**src/rtl/frame_buf_pkg.sv**
```systemverilog
// Shared constants and helpers for the multi-channel frame buffer controller.
// Polarity names, drop-counter sizing and channel region base computation.
package frame_buf_pkg;

    localparam logic ASSERT_L   = 1'b0;
    localparam logic DEASSERT_L = 1'b1;
    localparam logic ASSERT_H   = 1'b1;
    localparam logic DEASSERT_H = 1'b0;

    localparam int               DROP_W   = 16;
    localparam logic [DROP_W-1:0] DROP_MAX = 16'hFFFF;

    function automatic logic [63:0] region_base(input logic [63:0] base,
                                                input logic [63:0] ch,
                                                input logic [63:0] size);
        return base + ch * size;
    endfunction

endpackage

```
**src/rtl/frame_buf_rr_arb.sv**
```systemverilog
// Round-robin arbiter: one-hot grant starting after the last accepted index.
// After reset the first search starts at index 0.
module frame_buf_rr_arb #(
    parameter int N = 2
) (
    input  logic         clk,
    input  logic         reset,
    input  logic [N-1:0] req,
    input  logic         accept,
    output logic [N-1:0] gnt
);
    localparam int IW = (N > 1) ? $clog2(N) : 1;

    logic [IW-1:0] last_q, last_d;
    logic [IW-1:0] idx;
    logic [IW-1:0] pick;
    logic          found;

    always_comb begin
        gnt   = '0;
        pick  = last_q;
        idx   = last_q;
        found = 1'b0;
        for (int k = 1; k <= N; k++) begin
            idx = IW'((int'(last_q) + k) % N);
            if (!found && req[idx]) begin
                found = 1'b1;
                pick  = idx;
            end
        end
        if (found) gnt[pick] = 1'b1;
        last_d = (accept && found) ? pick : last_q;
    end

    always_ff @(posedge clk) begin
        if (!reset) last_q <= IW'(N - 1);
        else        last_q <= last_d;
    end

endmodule

```
**src/rtl/frame_buf_mc.sv**
```systemverilog
// Multi-channel frame buffer command scheduler for a shared Avalon port.
// Optional write-drop statistics enabled by defining FRAME_BUF_STATS_EN.
module frame_buf_mc
    import frame_buf_pkg::*;
#(
    parameter int DATA_WIDTH = 32,
    parameter int ADDR_WIDTH = 29,
    parameter int BASE_ADDR  = 2,
    parameter int BUF_SIZE   = 307200,
    parameter int NUM_CH     = 2
) (
    input  logic                                        clk,
    input  logic                                        reset,
    input  logic [NUM_CH-1:0]                           wr_en,
    input  logic [NUM_CH-1:0]                           rd_en,
    input  logic                                        ram_rdy,
    input  logic                                        avl_ready,
    output logic                                        avl_write_req,
    output logic                                        avl_read_req,
    output logic [ADDR_WIDTH-1:0]                       avl_addr,
    output logic [((NUM_CH > 1) ? $clog2(NUM_CH) : 1)-1:0] avl_ch,
    output logic [NUM_CH-1:0]                           full,
    output logic [NUM_CH-1:0]                           empty,
    output logic [NUM_CH-1:0]                           frame_wr_done,
    output logic [NUM_CH-1:0]                           frame_rd_done,
    output logic [NUM_CH*16-1:0]                        drop_cnt
);
    localparam int CW = (NUM_CH > 1) ? $clog2(NUM_CH) : 1;
    localparam int PW = (BUF_SIZE > 1) ? $clog2(BUF_SIZE) : 1;

    if ((64'(BASE_ADDR) + 64'(NUM_CH) * 64'(BUF_SIZE) > (64'd1 << ADDR_WIDTH)) || (DATA_WIDTH < 1))
    begin : g_param_chk
        $error("frame_buf_mc: channel regions do not fit in ADDR_WIDTH");
    end

    logic [PW-1:0]         wr_ptr_q [NUM_CH];
    logic [PW-1:0]         wr_ptr_d [NUM_CH];
    logic [PW-1:0]         rd_ptr_q [NUM_CH];
    logic [PW-1:0]         rd_ptr_d [NUM_CH];
    logic [NUM_CH-1:0]     wr_c_q, wr_c_d, rd_c_q, rd_c_d;
    logic                  wr_req_q, wr_req_d, rd_req_q, rd_req_d;
    logic [ADDR_WIDTH-1:0] addr_q, addr_d;
    logic [CW-1:0]         ch_q, ch_d;
    logic [NUM_CH-1:0]     wr_done_q, wr_done_d, rd_done_q, rd_done_d;
    logic [NUM_CH-1:0]     wr_elig, rd_elig, wr_gnt, rd_gnt;
    logic                  go, wr_accept, rd_accept;

    function automatic logic [ADDR_WIDTH-1:0] chan_addr(input int c, input logic [PW-1:0] p);
        return ADDR_WIDTH'(region_base(64'(BASE_ADDR), 64'(c), 64'(BUF_SIZE)) + 64'(p));
    endfunction

    always_comb begin
        for (int c = 0; c < NUM_CH; c++) begin
            empty[c]   = (wr_ptr_q[c] == rd_ptr_q[c]) && (wr_c_q[c] == rd_c_q[c]);
            full[c]    = (wr_ptr_q[c] == rd_ptr_q[c]) && (wr_c_q[c] != rd_c_q[c]);
            wr_elig[c] = (wr_en[c] == ASSERT_L) && !full[c];
            rd_elig[c] = (rd_en[c] == ASSERT_L) && !empty[c];
        end
    end

    // Writes always win; reads only go when no channel has an eligible write.
    assign go        = ram_rdy && avl_ready;
    assign wr_accept = go && (|wr_elig);
    assign rd_accept = go && !(|wr_elig) && (|rd_elig);

    frame_buf_rr_arb #(.N(NUM_CH)) u_wr_arb (
        .clk(clk), .reset(reset), .req(wr_elig), .accept(wr_accept), .gnt(wr_gnt)
    );

    frame_buf_rr_arb #(.N(NUM_CH)) u_rd_arb (
        .clk(clk), .reset(reset), .req(rd_elig), .accept(rd_accept), .gnt(rd_gnt)
    );

    always_comb begin
        wr_ptr_d  = wr_ptr_q;
        rd_ptr_d  = rd_ptr_q;
        wr_c_d    = wr_c_q;
        rd_c_d    = rd_c_q;
        wr_req_d  = DEASSERT_H;
        rd_req_d  = DEASSERT_H;
        addr_d    = addr_q;
        ch_d      = ch_q;
        wr_done_d = '0;
        rd_done_d = '0;
        for (int c = 0; c < NUM_CH; c++) begin
            if (wr_accept && wr_gnt[c]) begin
                wr_req_d = ASSERT_H;
                addr_d   = chan_addr(c, wr_ptr_q[c]);
                ch_d     = CW'(c);
                if (wr_ptr_q[c] == PW'(BUF_SIZE - 1)) begin
                    wr_ptr_d[c]  = '0;
                    wr_c_d[c]    = ~wr_c_q[c];
                    wr_done_d[c] = ASSERT_H;
                end else begin
                    wr_ptr_d[c] = wr_ptr_q[c] + PW'(1);
                end
            end
            if (rd_accept && rd_gnt[c]) begin
                rd_req_d = ASSERT_H;
                addr_d   = chan_addr(c, rd_ptr_q[c]);
                ch_d     = CW'(c);
                if (rd_ptr_q[c] == PW'(BUF_SIZE - 1)) begin
                    rd_ptr_d[c]  = '0;
                    rd_c_d[c]    = ~rd_c_q[c];
                    rd_done_d[c] = ASSERT_H;
                end else begin
                    rd_ptr_d[c] = rd_ptr_q[c] + PW'(1);
                end
            end
        end
    end

    always_ff @(posedge clk) begin
        if (!reset) begin
            for (int c = 0; c < NUM_CH; c++) begin
                wr_ptr_q[c] <= '0;
                rd_ptr_q[c] <= '0;
            end
            wr_c_q    <= '0;
            rd_c_q    <= '0;
            wr_req_q  <= DEASSERT_H;
            rd_req_q  <= DEASSERT_H;
            addr_q    <= '0;
            ch_q      <= '0;
            wr_done_q <= '0;
            rd_done_q <= '0;
        end else begin
            wr_ptr_q  <= wr_ptr_d;
            rd_ptr_q  <= rd_ptr_d;
            wr_c_q    <= wr_c_d;
            rd_c_q    <= rd_c_d;
            wr_req_q  <= wr_req_d;
            rd_req_q  <= rd_req_d;
            addr_q    <= addr_d;
            ch_q      <= ch_d;
            wr_done_q <= wr_done_d;
            rd_done_q <= rd_done_d;
        end
    end

    assign avl_write_req = wr_req_q;
    assign avl_read_req  = rd_req_q;
    assign avl_addr      = addr_q;
    assign avl_ch        = ch_q;
    assign frame_wr_done = wr_done_q;
    assign frame_rd_done = rd_done_q;

`ifdef FRAME_BUF_STATS_EN
    logic [DROP_W-1:0] drop_q [NUM_CH];
    logic [DROP_W-1:0] drop_d [NUM_CH];

    always_comb begin
        drop_d = drop_q;
        for (int c = 0; c < NUM_CH; c++) begin
            if (ram_rdy && (wr_en[c] == ASSERT_L) && full[c] && (drop_q[c] != DROP_MAX))
                drop_d[c] = drop_q[c] + DROP_W'(1);
        end
    end

    always_ff @(posedge clk) begin
        if (!reset) begin
            for (int c = 0; c < NUM_CH; c++) drop_q[c] <= '0;
        end else begin
            drop_q <= drop_d;
        end
    end

    always_comb begin
        drop_cnt = '0;
        for (int c = 0; c < NUM_CH; c++) drop_cnt[c*DROP_W +: DROP_W] = drop_q[c];
    end
`else
    assign drop_cnt = '0;
`endif

endmodule

```
**config.mk**
```make
export PLATFORM = sky130hd
export DESIGN_NAME = frame_buf_mc
export DESIGN_NICKNAME = d
export VERILOG_FILES = /design/src/rtl/frame_buf_pkg.sv /design/src/rtl/frame_buf_rr_arb.sv /design/src/rtl/frame_buf_mc.sv
export SDC_FILE = /design/constraint.sdc
export NUM_CORES = 1
export LEC_CHECK = 0
export CAP_MARGIN = 10
export CELL_PAD_IN_SITES_DETAIL_PLACEMENT = 0
export CELL_PAD_IN_SITES_GLOBAL_PLACEMENT = 1
export CORE_ASPECT_RATIO = 0.5
export CORE_MARGIN = 10
export CORE_UTILIZATION = 30
export CTS_CLUSTER_SIZE = 25
export DETAILED_ROUTE_END_ITERATION = 7
export PLACE_DENSITY = 0.69
export SLEW_MARGIN = 20
export SYNTH_ARGS = -nofsm -noshare
export SYNTH_HDL_FRONTEND = slang
export SYNTH_HIERARCHICAL = 1
export SYNTH_SLANG_ARGS = --single-unit
```
**constraint.sdc**
```tcl
create_clock -name clk -period 4.1 [get_ports clk]
set_input_delay 1.23 -clock clk [delete_from_list [all_inputs] [get_ports clk]]
set_output_delay 1.23 -clock clk [all_outputs]
set_load 0.01 [all_outputs]
```
# Word-level counts from Yosys, hierarchy flattened
# Index checks and enable logic that the tools add are counted.
# classes
n_bitwise,8
eq_ne,10
n_mux,42
n_lt_le_gt_ge,8
reduce_logical,40
n_addsub,12
# op_table
operator,count
$mux 29,4
$add 19x1->19 const B,4
$eq 19x19->1 const B,4
$mux 19,4
$add 19x19->20 const A,2
$add 2x19->20 const A,2
$eq 19x19->1,2
$mux 1,30
$logic_and 1x1->1,22
$reduce_and 2->1,8
$lt 1x2->1 const B,6
$not 1->1,8
$logic_not 1->1,7
$add 1x1->1 const B,4
$mux 2,2
$reduce_bool 4->1,1
$reduce_or 2->1,2
$demux 1 s1,2
$eq 1x1->1,2
$ge 1x1->1 const B,2
$ne 1x1->1,2
# totals
elab_cells,138
input_bits,8
register_bits,118

# Logic depth before layout (Yosys ltp)
# Gate-level depths: netlist of the first run.
# depth
depth_word,20
mapped_depth,22
mapped_depth_nobuf,19

# Modules after synthesis
# Netlist of the first run, hierarchy kept.
# modules_own_cells
module,cells_each,area_per_inst_um2,seq_area_each_um2,n_inst
frame_buf_mc,948,7527.2,2142.1,1
frame_buf_rr_arb,7,58.8,20.0,2

# Least setup slack after synthesis of the first run
# OpenSTA, ideal clock, no wires.
# synth_timing
path_type,register -> register
from,register rd_ptr_q[0] in the netlist's numbering
to,"register addr_q[15], in the netlist avl_addr[15]"
n_path_buf,2
path_slack_ns,-0.069
arrival_ns,4.045
path_stages_with_launch,22
setup_time_ns,0.125
cell_sequence,dfxtp_1 -> clkbuf_1 -> xor2_1 -> nor4_1 -> nand3_1 -> nor2_1 -> nor2_1 -> a21boi_0 -> nand3_1 -> nor2_2 -> buf_2 -> nand2_1 -> nand2_1 -> ha_1 -> nand2_1 -> or2_2 -> nor2_1 -> xor2_1 -> a21oi_1 -> nor4_1 -> a211oi_1 -> a21oi_1
# synth_via
elab_chain_len,19
elab_cells_between_ends,54
cone_classes,1 x add/sub; 4 x order compare; 1 x eq/ne; 25 x mux; 23 x reduce/logical
# synth_rtl
element,line,rtl
start: declaration,frame_buf_mc.sv:38,logic [PW-1:0] rd_ptr_q [NUM_CH];
start signal: assignment,frame_buf_mc.sv:129,rd_ptr_q <= rd_ptr_d;
$eq 19x19->1 *,frame_buf_mc.sv:54,empty[c] = (wr_ptr_q[c] == rd_ptr_q[c]) && (wr_c_q[c] == rd_c_q[c]);
$logic_and 1x1->1 *,frame_buf_mc.sv:54,
named net empty[1],frame_buf_mc.sv:23,"output logic [NUM_CH-1:0] empty,"
$logic_not 1->1 *,frame_buf_mc.sv:57,rd_elig[c] = (rd_en[c] == ASSERT_L) && !empty[c];
$logic_and 1x1->1 *,frame_buf_mc.sv:57,
named net rd_elig[1],frame_buf_mc.sv:45,"logic [NUM_CH-1:0] wr_elig, rd_elig, wr_gnt, rd_gnt;"
$mux 1 (not written as such) (2 in series),frame_buf_rr_arb.sv:26,if (!found && req[idx]) begin
$mux 1,frame_buf_rr_arb.sv:26,
[5 not listed],--,
$mux 1 (not written as such),frame_buf_rr_arb.sv:31,if (found) gnt[pick] = 1'b1;
$demux 1 s1,--,
$mux 2 *,frame_buf_rr_arb.sv:31,
named net rd_gnt[0],frame_buf_mc.sv:45,
$logic_and 1x1->1 *,frame_buf_mc.sv:98,if (rd_accept && rd_gnt[c]) begin
$mux 29,frame_buf_mc.sv:98,
$mux 29,frame_buf_mc.sv:86,if (wr_accept && wr_gnt[c]) begin
$mux 29,frame_buf_mc.sv:98,
end signal: assignment,frame_buf_mc.sv:134,addr_q <= addr_d;
end: declaration,frame_buf_mc.sv:42,"logic [ADDR_WIDTH-1:0] addr_q, addr_d;"
# Mark *: on every way through the listed nets, which the timed path passes. The rest lies on a longest branch. The select of a mux whose other input is x is not followed.
# A chain may end at the register's enable or synchronous reset.

# Worst setup path after layout of the first run
# layout_timing
from,input port rd_en[0]
to,"register addr_q[13], in the netlist avl_addr[13]"
# layout_via
elab_chain_len,17
elab_cells_between_ends,26
cone_classes,2 x order compare; 14 x mux; 1 x bitwise; 9 x reduce/logical
# layout_rtl
element,line,rtl
start: declaration,frame_buf_mc.sv:15,"input logic [NUM_CH-1:0] rd_en,"
$not 1->1 *,frame_buf_mc.sv:57,
$logic_and 1x1->1 *,frame_buf_mc.sv:57,
named net rd_elig[0],frame_buf_mc.sv:45,
$mux 1 (not written as such) (2 in series),frame_buf_rr_arb.sv:26,
$mux 1,frame_buf_rr_arb.sv:26,
$logic_not 1->1,frame_buf_rr_arb.sv:26,
$logic_and 1x1->1,frame_buf_rr_arb.sv:26,
$mux 1,frame_buf_rr_arb.sv:26,
[2 not listed],--,
$mux 1 (not written as such),frame_buf_rr_arb.sv:31,
$demux 1 s1,--,
$mux 2 *,frame_buf_rr_arb.sv:31,
named net rd_gnt[0],frame_buf_mc.sv:45,
$logic_and 1x1->1 *,frame_buf_mc.sv:98,
$mux 29,frame_buf_mc.sv:98,
$mux 29,frame_buf_mc.sv:86,
$mux 29,frame_buf_mc.sv:98,
# Marked as above.

==> results.cfg, run 1 <==
[logic_synthesis]
yosysMostFrequentCell = nor2_1
yosysWarnings = 6
yosysTopAreaCell = dfxtp_1
synth_seq_cells = 109
synth_edf_count = 0
async_flop_share_pct = 0
mappedNetlistArea_um2 = 7640
ys_seq_area_share_pct = 28.5
syn_inst = 962
synth_cell_types = 83
netlist_top_cells_count = 117 x nor2_1, 109 x dfxtp_1, 82 x xnor2_1
synth_xor_xnor_area_share_pct = 18.2
synth-main-ff-cell = dfxtp_1
synthSimpleGateAreaFrac_pct = 26.9
synth-compound-area-share_pct = 12.5
synthAdderAreaFrac_pct = 1.15
ys_top_cells_by_area = dfxtp_1 29%, xnor2_1 9.4%, xor2_1 8.8%
yosysTopAreaCellShare_pct = 28.5
synth_top_family_by_area = simple AND/OR/NAND/NOR gates
synth.avg_cell_area_um2 = 7.95
synthMuxAreaShare_pct = 1.06

[sta]
setup_tns_ps = 0
layout_setup_ws_ps = 348
rsz0062_at_grt = no
relSlewSlack_pct = 54.9
min_period_ps = 3750
whs_ps = 466
worstMarginPinSlew_ps = 675
fmax_mhz = 267
drv_slew = 0
post-route-period-util_pct = 91.5
hold_viol = 0
setup_violations = 0
fin_skew_ps = 8.73

[routing]
topRoutingLayerUsed = met4
postRouteAntennaNets = 0
via_per_inst = 4.90
drt_iter0_markers = 517
drc = 0
route.met3.wl_mm = 1.09
wl_per_cell_um = 17.4
totalWireLength_mm = 23.8
wl_met1_mm = 11.7
dr.pass1.iters = 5
dr_wl_met2_mm = 10.8
vias = 6694

[global_routing]
grt_max_degree = 32
grt_use_total_pct = 14.2
grt_pass1_vias = 6479
grt_pass1_wl_mm = 37.0
antenna_found_initial = 0
grt_remaining_overflow = 0

[outcome]
status = finished clean

[floorplan]
initial_core_util_pct = 30.4
die_h_um = 133
io_pins = 80
die_w_um = 246
core_um2 = 25100
row_count = 41
dieArea_um2 = 32700

[setup_path]
path_buf_inv = 2
reg2reg_from = rd_ptr_q[18]
cp_slowest_cell = clkdlybuf4s50_1
critical_path_class = input port to flop
arrival_ps = 4030
cp_top_family = simple AND/OR/NAND/NOR gates
worstPathCellList = clkdlybuf4s50_1 -> nor2_1 -> a21boi_1 -> and3_1 -> nand2_4 -> mux2_2 -> ha_1 -> nand2_1 -> or2_2 -> buf_4 -> a21oi_2 -> o211ai_1 -> nor3b_1 -> o32ai_2
critPathMaxStageDelay_ps = 420
cp_max_fo = 4
worstPathRequired_ps = 4380
cp-start-kind = input port
cp-startpoint = rd_en[0]
cp-end-kind = flop

[run]
maxCapViolations = 0

[placed_design]
dp_hpwl_mm = 18.3
placedInstanceArea_um2 = 8530
io_buffers = 38
post-place-ws_ps = -144
gp_congestion = 0.830

[finish]
drive_gt1_share_pct = 15.8
final_core_util_pct = 35.2
nets = 1031
synthToLayoutAreaGrowth_pct = 15.6
design_area_um2 = 8840
antenna_cells = 0

[clock_network]
clock-sinks = 109
cts_resized = 0
hold_buffers = 0
clk_pin_slew_ps = 80
cts_buffers = 9
clk_latency_ps = 370
postCtsSetupBuffers = 0
cts_tree = done
root_buffer = clkbuf_16
clockBufferDepth = 2
htreeDepth = 3

[hold_path]
worstHoldStart = avl_addr[18]
hold_class = flop to flop

[power]
p_leak_nw = 3.47
vdd_ir_drop_max_mv = 0.146
p_per_area_nw_per_um2 = 239
metal layers:
metal	track usage, %	vias up
li1	-	3325
met1	19.8	3161
met2	22.9	193
met3	1.85	15
met4	2.97	0
met5	0	-
cell families after synthesis:
kind of cell,Yosys count
adders and majority gates,7
muxes,8
and+or+nand+nor,394
DFF,109
other,1
AOI/OAI and AO/OA,133
xor gates and xnor gates,159
buffers and inverters,151
power by group:
group,total [mW],switching [mW],internal [mW]
registers,1.07,0.00823,1.07
logic,0.151,0.0975,0.0534
clock network,0.890,0.455,0.435
total,2.11,0.561,1.55
registers in the layout (all words and copies together) (netlist names):
signal           count
frame_rd_done        2
wr_c_q               2
wr_ptr_q            38
avl_read_req         1
avl_addr            20
frame_wr_done        2
rd_ptr_q            38
rd_c_q               2
u_rd_arb/last_q      1
avl_write_req        1
avl_ch               1
u_wr_arb/last_q      1
path summary, 6_finish.rpt:
path | cells after the start | slack (ps) | endpoint
setup / recovery | 14 | 350 | avl_addr[13]
hold / removal | 2 | 470 | avl_addr[18]
setup reg to reg | 18 | 360 | avl_addr[13]
hold reg to reg | 2 | 470 | avl_addr[18]
tightest hold or removal path, cell delays in order, from the launching register on:
cell     delay, ps
dfxtp_1        320
nand2_1         50
a21oi_1         50
cells in the final DEF (no fill, tap or decap), types with 37 or more instances in the layout:
master	count
nor2_1	116
dfxtp_1	105
buf_4	95
xnor2_1	82
xor2_1	77
nand2_1	75
nand3_1	49
conb_1	41
a21oi_1	39
clkdlybuf4s50_1	38
nor3_1	37
cell type report:
type | count | area, µm²
Tap cell | 344 | 430
Inverter | 21 | 92.6
Sequential cell | 109 | 2190
Multi-Input combinational cell | 742 | 4750
Fill cell | 2650 | 16300
Clock buffer | 12 | 246
Timing Repair Buffer | 133 | 1090
Clock inverter | 4 | 32.5
metrics by stage:
step                      power (mW)  cells
after CTS                       2.13   1365
after global routing            2.17   1365
after global placement          1.25   1349
after floorplan                 1.21   1002
after detailed placement        1.25   1349
final                           2.11   1365
(Power assumes the default switching activity.)
==> run 2: changes to the inputs <==
--- a/config.mk
+++ b/config.mk
@@ -13,9 +13,8 @@
 export CORE_UTILIZATION = 30
 export CTS_CLUSTER_SIZE = 25
 export DETAILED_ROUTE_END_ITERATION = 7
-export PLACE_DENSITY = 0.69
+export PLACE_DENSITY = 0.7
 export SLEW_MARGIN = 20
 export SYNTH_ARGS = -nofsm -noshare
 export SYNTH_HDL_FRONTEND = slang
-export SYNTH_HIERARCHICAL = 1
 export SYNTH_SLANG_ARGS = --single-unit
==> run 2 against run 1 <==
Net effect:
- synthesized cell count decreased by 2.5%
- sequential power about the same
- non-clock buffer count decreased by 23
- fmax decreased by 0.35%
- critical path depth increased by 1
- clock-buffer cell count decreased by 1
- final cell count decreased by 5.3%
- flip-flop and latch count unchanged
- critical path type unchanged
- largest power group unchanged
==> results.cfg, run 2 <==
[global_routing]
grt_pass1_vias = 6364
grt_use_total_pct = 14.9
grt_remaining_overflow = 0
grt_pass1_wl_mm = 36.7
antenna_found_initial = 0
grt_max_degree = 33

[setup_path]
cp_max_fo = 8
critical_path_class = input port to flop
r2r_setup_slack_ps = 360
reg2reg_depth = 15
arrival_ps = 4020
worstPathCellList = clkdlybuf4s50_1 -> nand2_1 -> nor2_1 -> o21ai_1 -> nand4bb_2 -> mux2_2 -> ha_2 -> nand4_1 -> nor2_1 -> nand3_1 -> nor2_1 -> xnor2_1 -> nor2_1 -> o21ai_0 -> a32o_1
critPathMostFrequentCell = nor2_1
critPathMaxStageDelay_ps = 470
worstPathRequired_ps = 4360
cp_slowest_cell = clkdlybuf4s50_1
cp-end-kind = flop
r2r_end = avl_addr[17]
cp-start-kind = input port
reg2reg_from = rd_ptr_q[37]

[power]
p_per_area_nw_per_um2 = 264
power_mw = 2.22
vdd_ir_drop_max_mv = 0.186
p_leak_nw = 3.23

[routing]
topRoutingLayerUsed = met4
route.met3.wl_um = 973
dr.pass1.iters = 4
drc = 0
drt_iter0_markers = 526
totalWireLength_mm = 23.7
wl_per_cell_um = 18.4
vias = 6607
dr_wl_met2_mm = 11.4
postRouteAntennaNets = 0
via_per_inst = 5.11
wl_met1_mm = 11.0

[clock_network]
htreeDepth = 3
cts_buffers = 9
clk_pin_slew_ps = 70
root_buffer = clkbuf_16
clk_latency_ps = 370
clock-sinks = 109
clockBufferDepth = 2
cts_tree = done

[finish]
regArea_um2 = 2180
fill_cells = 2528
multiInputGateArea_um2 = 4530
final_cell_mix = 116 x nor2_1, 107 x dfxtp_1, 94 x xor2_1
drive_gt1_share_pct = 11.6
nets = 987
mostFrequentLayoutCell = nor2_1
antenna_cells = 0
synthToLayoutAreaGrowth_pct = 15.0

[sta]
whs_ps = 482
rsz0062_at_grt = no
post-route-period-util_pct = 91.8
fmax_mhz = 266
worstMarginPinSlew_ps = 627
setup_tns_ps = 0
min_period_ps = 3770
setup_violations = 0
hold_viol = 0
drv_slew = 0
fin_skew_ps = 9.69
relSlewSlack_pct = 57.9

[placed_design]
gp_congestion = 0.912
io_buffers = 38
dp_hpwl_mm = 18.3

[logic_synthesis]
synth_seq_cells = 109
ys_top_cells_by_area = dfxtp_1 30%, xor2_1 11%, xnor2_1 7.8%
synth-main-ff-cell = dfxtp_1
ys_seq_area_share_pct = 29.8
netlist_top_cells_count = 116 x nor2_1, 109 x dfxtp_1, 94 x xor2_1
yosysTopAreaCell = dfxtp_1
synth.avg_cell_area_um2 = 7.80
synth_edf_count = 0
synth_cell_types = 71
yosysWarnings = 0
syn_inst = 938
yosysTopAreaCellShare_pct = 29.8
mappedNetlistArea_um2 = 7310
async_flop_share_pct = 0
yosysMostFrequentCell = nor2_1

[floorplan]
die_h_um = 130
io_pins = 80
dieArea_um2 = 31400
initial_core_util_pct = 30.5
die_w_um = 241
core_um2 = 24000
row_count = 40

[outcome]
status = finished clean

[hold_path]
worstHoldStart = avl_addr[15]
hold_class = flop to flop
whs_path_depth = 1
hold_path_end = avl_addr[15]

[run]
maxCapViolations = 0
==> run 2: cell types whose count changed after synthesis, moves of 7 or more <==
cell	previous run	this run
a21oi_1	40	25
and2_1	1	10
buf_6	12	5
inv_1	19	11
nand4_1	23	33
nor3_1	37	24
nor4_1	15	22
o21ai_0	23	30
xnor2_1	82	65
xor2_1	77	94
==> run 2: how the worst max path moves through the flow <==
stage,startpoint,to,slack (ps),depth (start not counted)
after floorplan,ram_rdy,avl_addr[17],360,17
after global placement,ram_rdy,avl_addr[15],10,15
after detailed placement,ram_rdy,avl_addr[17],-70,15
after CTS,wr_ptr_q[6],avl_addr[17],140,15
after global routing,rd_ptr_q[37],avl_addr[17],80,15
final,ram_rdy,avl_addr[17],330,15
==> run 2: kinds of logic after synthesis <==
family                   count (synthesis)  share of synthesized area (%)
XOR/XNOR                               159                           19.0
AO/OA/AOI/OAI                          121                           11.4
multiplexers                             4                          0.582
other                                    1                         0.0513
adder cells (fa/ha/maj)                  7                           1.20
buffers and inverters                  138                           10.4
flip-flops                             109                           29.8
AND/OR/NAND/NOR                        399                           27.4
==> run 2: what timing repair did <==
item / in CTS / in global routing
hold buffers: 0 / 0
setup buffers: 0 / 1
endpoints found under the setup margin: 0 / 6
gates resized for setup: 0 / 4
==> run 2: critical path, delay by kind of cell <==
family | cells | cell delay [ps]
adders and majority gates | 1 | 260
xor gates and xnor gates | 1 | 100
and+or+nand+nor | 8 | 1180
muxes | 1 | 300
AOI/OAI and AO/OA | 3 | 480
buffers and inverters | 1 | 470
==> run 2: power by group <==
part	internal (mW)	switching, mW	total (mW)	leakage, nW
registers	1.07	0.00875	1.08	0.881
logic	0.0534	0.100	0.154	2.19
clock network	0.556	0.435	0.990	0.160
total	1.68	0.543	2.22	3.23
==> run 2: stage by stage <==
| step | std cells | setup WS (ps) | util (%) | instance area [µm²] |
|---|---|---|---|---|
| 2_1_floorplan | 978 | 360 | - | 7460 |
| 3_3_place_gp | 1275 | 11.6 | 33.6 | 8060 |
| 3_5_place_dp | 1275 | -74.9 | 33.6 | 8060 |
| 4_1_cts | 1291 | 139 | 35.0 | 8390 |
| 5_1_grt | 1292 | 76.6 | 35.1 | 8410 |
| 6_report | 1292 | 335 | 35.1 | 8410 |
==> run 2: per-layer routing <==
metal,up-vias,track usage (%)
li1,3203,-
met1,3214,19.7
met2,168,25.5
met3,22,2.09
met4,0,3.53
met5,-,0
==> run 2: final cells by class <==
type | instances | share of cell area [%]
clock buffers | 11 | 2.89
clock inverters | 5 | 0.982
inverters | 11 | 0.491
multi-input cells | 731 | 53.9
flip-flops and latches | 109 | 26.0
well taps | 315 | 4.69
repair buffers | 110 | 11.1
==> run 3: changes to the inputs <==
--- a/config.mk
+++ b/config.mk
@@ -6,7 +6,7 @@
 export NUM_CORES = 1
 export LEC_CHECK = 0
 export CAP_MARGIN = 10
-export CELL_PAD_IN_SITES_DETAIL_PLACEMENT = 0
+export CELL_PAD_IN_SITES_DETAIL_PLACEMENT = 1
 export CELL_PAD_IN_SITES_GLOBAL_PLACEMENT = 1
 export CORE_ASPECT_RATIO = 0.5
 export CORE_MARGIN = 10
==> run 3 against run 2 <==
Net effect:
- clock skew grew 0.88 ps
- via count up 3.8%
- routed wire length up 8.7%
- largest cell class unchanged
- highest routed layer unchanged
- first-iteration DRC count fell by 17%
- die area unchanged
- critical path type unchanged
- largest power group unchanged
- utilization is essentially flat
- total power is 0.35% higher
- flip-flop and latch count unchanged
==> results.cfg, run 3 (synthesis results as in run 2) <==
[finish]
synthToLayoutAreaGrowth_pct = 15.0
mostFrequentLayoutCell = nor2_1
drive_gt1_share_pct = 11.6
design_area_um2 = 8410
final_cell_mix = 116 x nor2_1, 107 x dfxtp_1, 94 x xor2_1
antenna_cells = 0
instances_no_fill = 1292
nets = 987

[sta]
fin_skew_ps = 10.6
rsz0062_at_grt = no
layout_setup_ws_ps = 272
min_period_ps = 3830
drv_slew = 0
whs_ps = 484
fmax_mhz = 261
setup_violations = 0
relSlewSlack_pct = 57.3
hold_viol = 0
post-route-period-util_pct = 93.4
worstMarginPinSlew_ps = 635

[floorplan]
die_w_um = 241
core_um2 = 24000
io_pins = 80
row_count = 40
dieArea_um2 = 31400
initial_core_util_pct = 30.5
die_h_um = 130

[hold_path]
hold_class = flop to flop

[run]
maxCapViolations = 0

[setup_path]
cp-start-kind = input port
cp-end-kind = flop
critical_path_class = input port to flop
cp_slowest_cell = clkdlybuf4s50_1
worstPathCellList = clkdlybuf4s50_1 -> nand2_1 -> nor2_1 -> o21ai_1 -> nand4bb_2 -> mux2_2 -> ha_2 -> nand4_1 -> nor2_1 -> nand3_1 -> nor2_1 -> xnor2_1 -> nor2_1 -> o21ai_0 -> a32o_1
worstPathRequired_ps = 4360
cp_max_fo = 8
critPathMaxStageDelay_ps = 470
critPathMostFrequentCell = nor2_1
arrival_ps = 4090

[placed_design]
placedInstanceArea_um2 = 8060
dp_cells = 1275
gp_congestion = 0.912
post-place-ws_ps = -119
io_buffers = 38
dp_hpwl_mm = 20.0

[power]
p_leak_nw = 3.23
power_mw = 2.23
vdd_ir_drop_max_mv = 0.159
p_per_area_nw_per_um2 = 265

[routing]
wl_per_cell_um = 19.9
dr.pass1.iters = 4
drt_iter0_markers = 434
postRouteAntennaNets = 0
totalWireLength_mm = 25.8
drc = 0
via_per_inst = 5.31
vias = 6855

[clock_network]
clk_latency_ps = 370
clockBufferDepth = 2
cts_tree = done
root_buffer = clkbuf_16
clk_pin_slew_ps = 80
cts_buffers = 9
hold_buffers = 0
clock-sinks = 109
htreeDepth = 3

[global_routing]
grt_remaining_overflow = 0
grt_max_degree = 33
grt_pass1_wl_mm = 39.9
grt_use_total_pct = 16.2
grt_pass1_vias = 6960
antenna_found_initial = 0

[outcome]
status = finished clean
==> run 3: cell types whose count changed in the layout (fill, tap and decap cells not counted) <==
| cell | delta |
|---|---|
| clkinv_4 | -1 |
| clkinvlp_4 | +1 |
==> run 3: metrics by stage <==
stage	utilization, %	setup TNS [ps]
floorplan	-	0
global placement	33.6	0
detailed placement	33.6	-245
CTS	35.0	0
global route	35.1	0
finish	35.1	0
==> run 3: final cells by class <==
class / count / area, µm²
Clock buffer: 11 / 243
Clock inverter: 5 / 81.3
Fill cell: 2897 / 15600
Inverter: 11 / 41.3
Multi-Input combinational cell: 731 / 4530
Sequential cell: 109 / 2180
Tap cell: 315 / 394
Timing Repair Buffer: 110 / 933
==> run 3: what timing repair did <==
item,in CTS,in global routing
buffers inserted,0,1
gates resized for setup,0,4
endpoints found under the setup margin,0,6
==> run 3: metal layers <==
| layer | part of all wire (%) | track usage, % | vias to the layer above |
|---|---|---|---|
| li1 | - | - | 3187 |
| met1 | 45 | 20.3 | 3461 |
| met2 | 49 | 28.6 | 170 |
| met3 | 4.4 | 2.55 | 37 |
| met4 | 1.9 | 4.30 | 0 |
| met5 | 0 | 0 | - |
==> run 3: worst paths after layout <==
path	from	end	slack (ps)	depth (start not counted)
max	ram_rdy	avl_addr[17]	270	15
min	avl_addr[16]	avl_addr[16]	480	1
max reg2reg	rd_ptr_q[37]	avl_addr[17]	300	15
min reg2reg	avl_addr[16]	avl_addr[16]	480	1
==> run 3: worst max-delay path: cells and delay by family <==
family          cells  cell delay, ps
buf+inv             1             470
compound gates      3             500
xor+xnor            1             100
simple gates        8            1230
mux                 1             300
fa+ha+maj           1             260
==> run 3: power breakdown <==
group | switching, mW | total (mW) | internal (mW)
Sequential | 0.00856 | 1.08 | 1.07
Clock | 0.440 | 0.995 | 0.555
Combinational | 0.103 | 0.157 | 0.0534
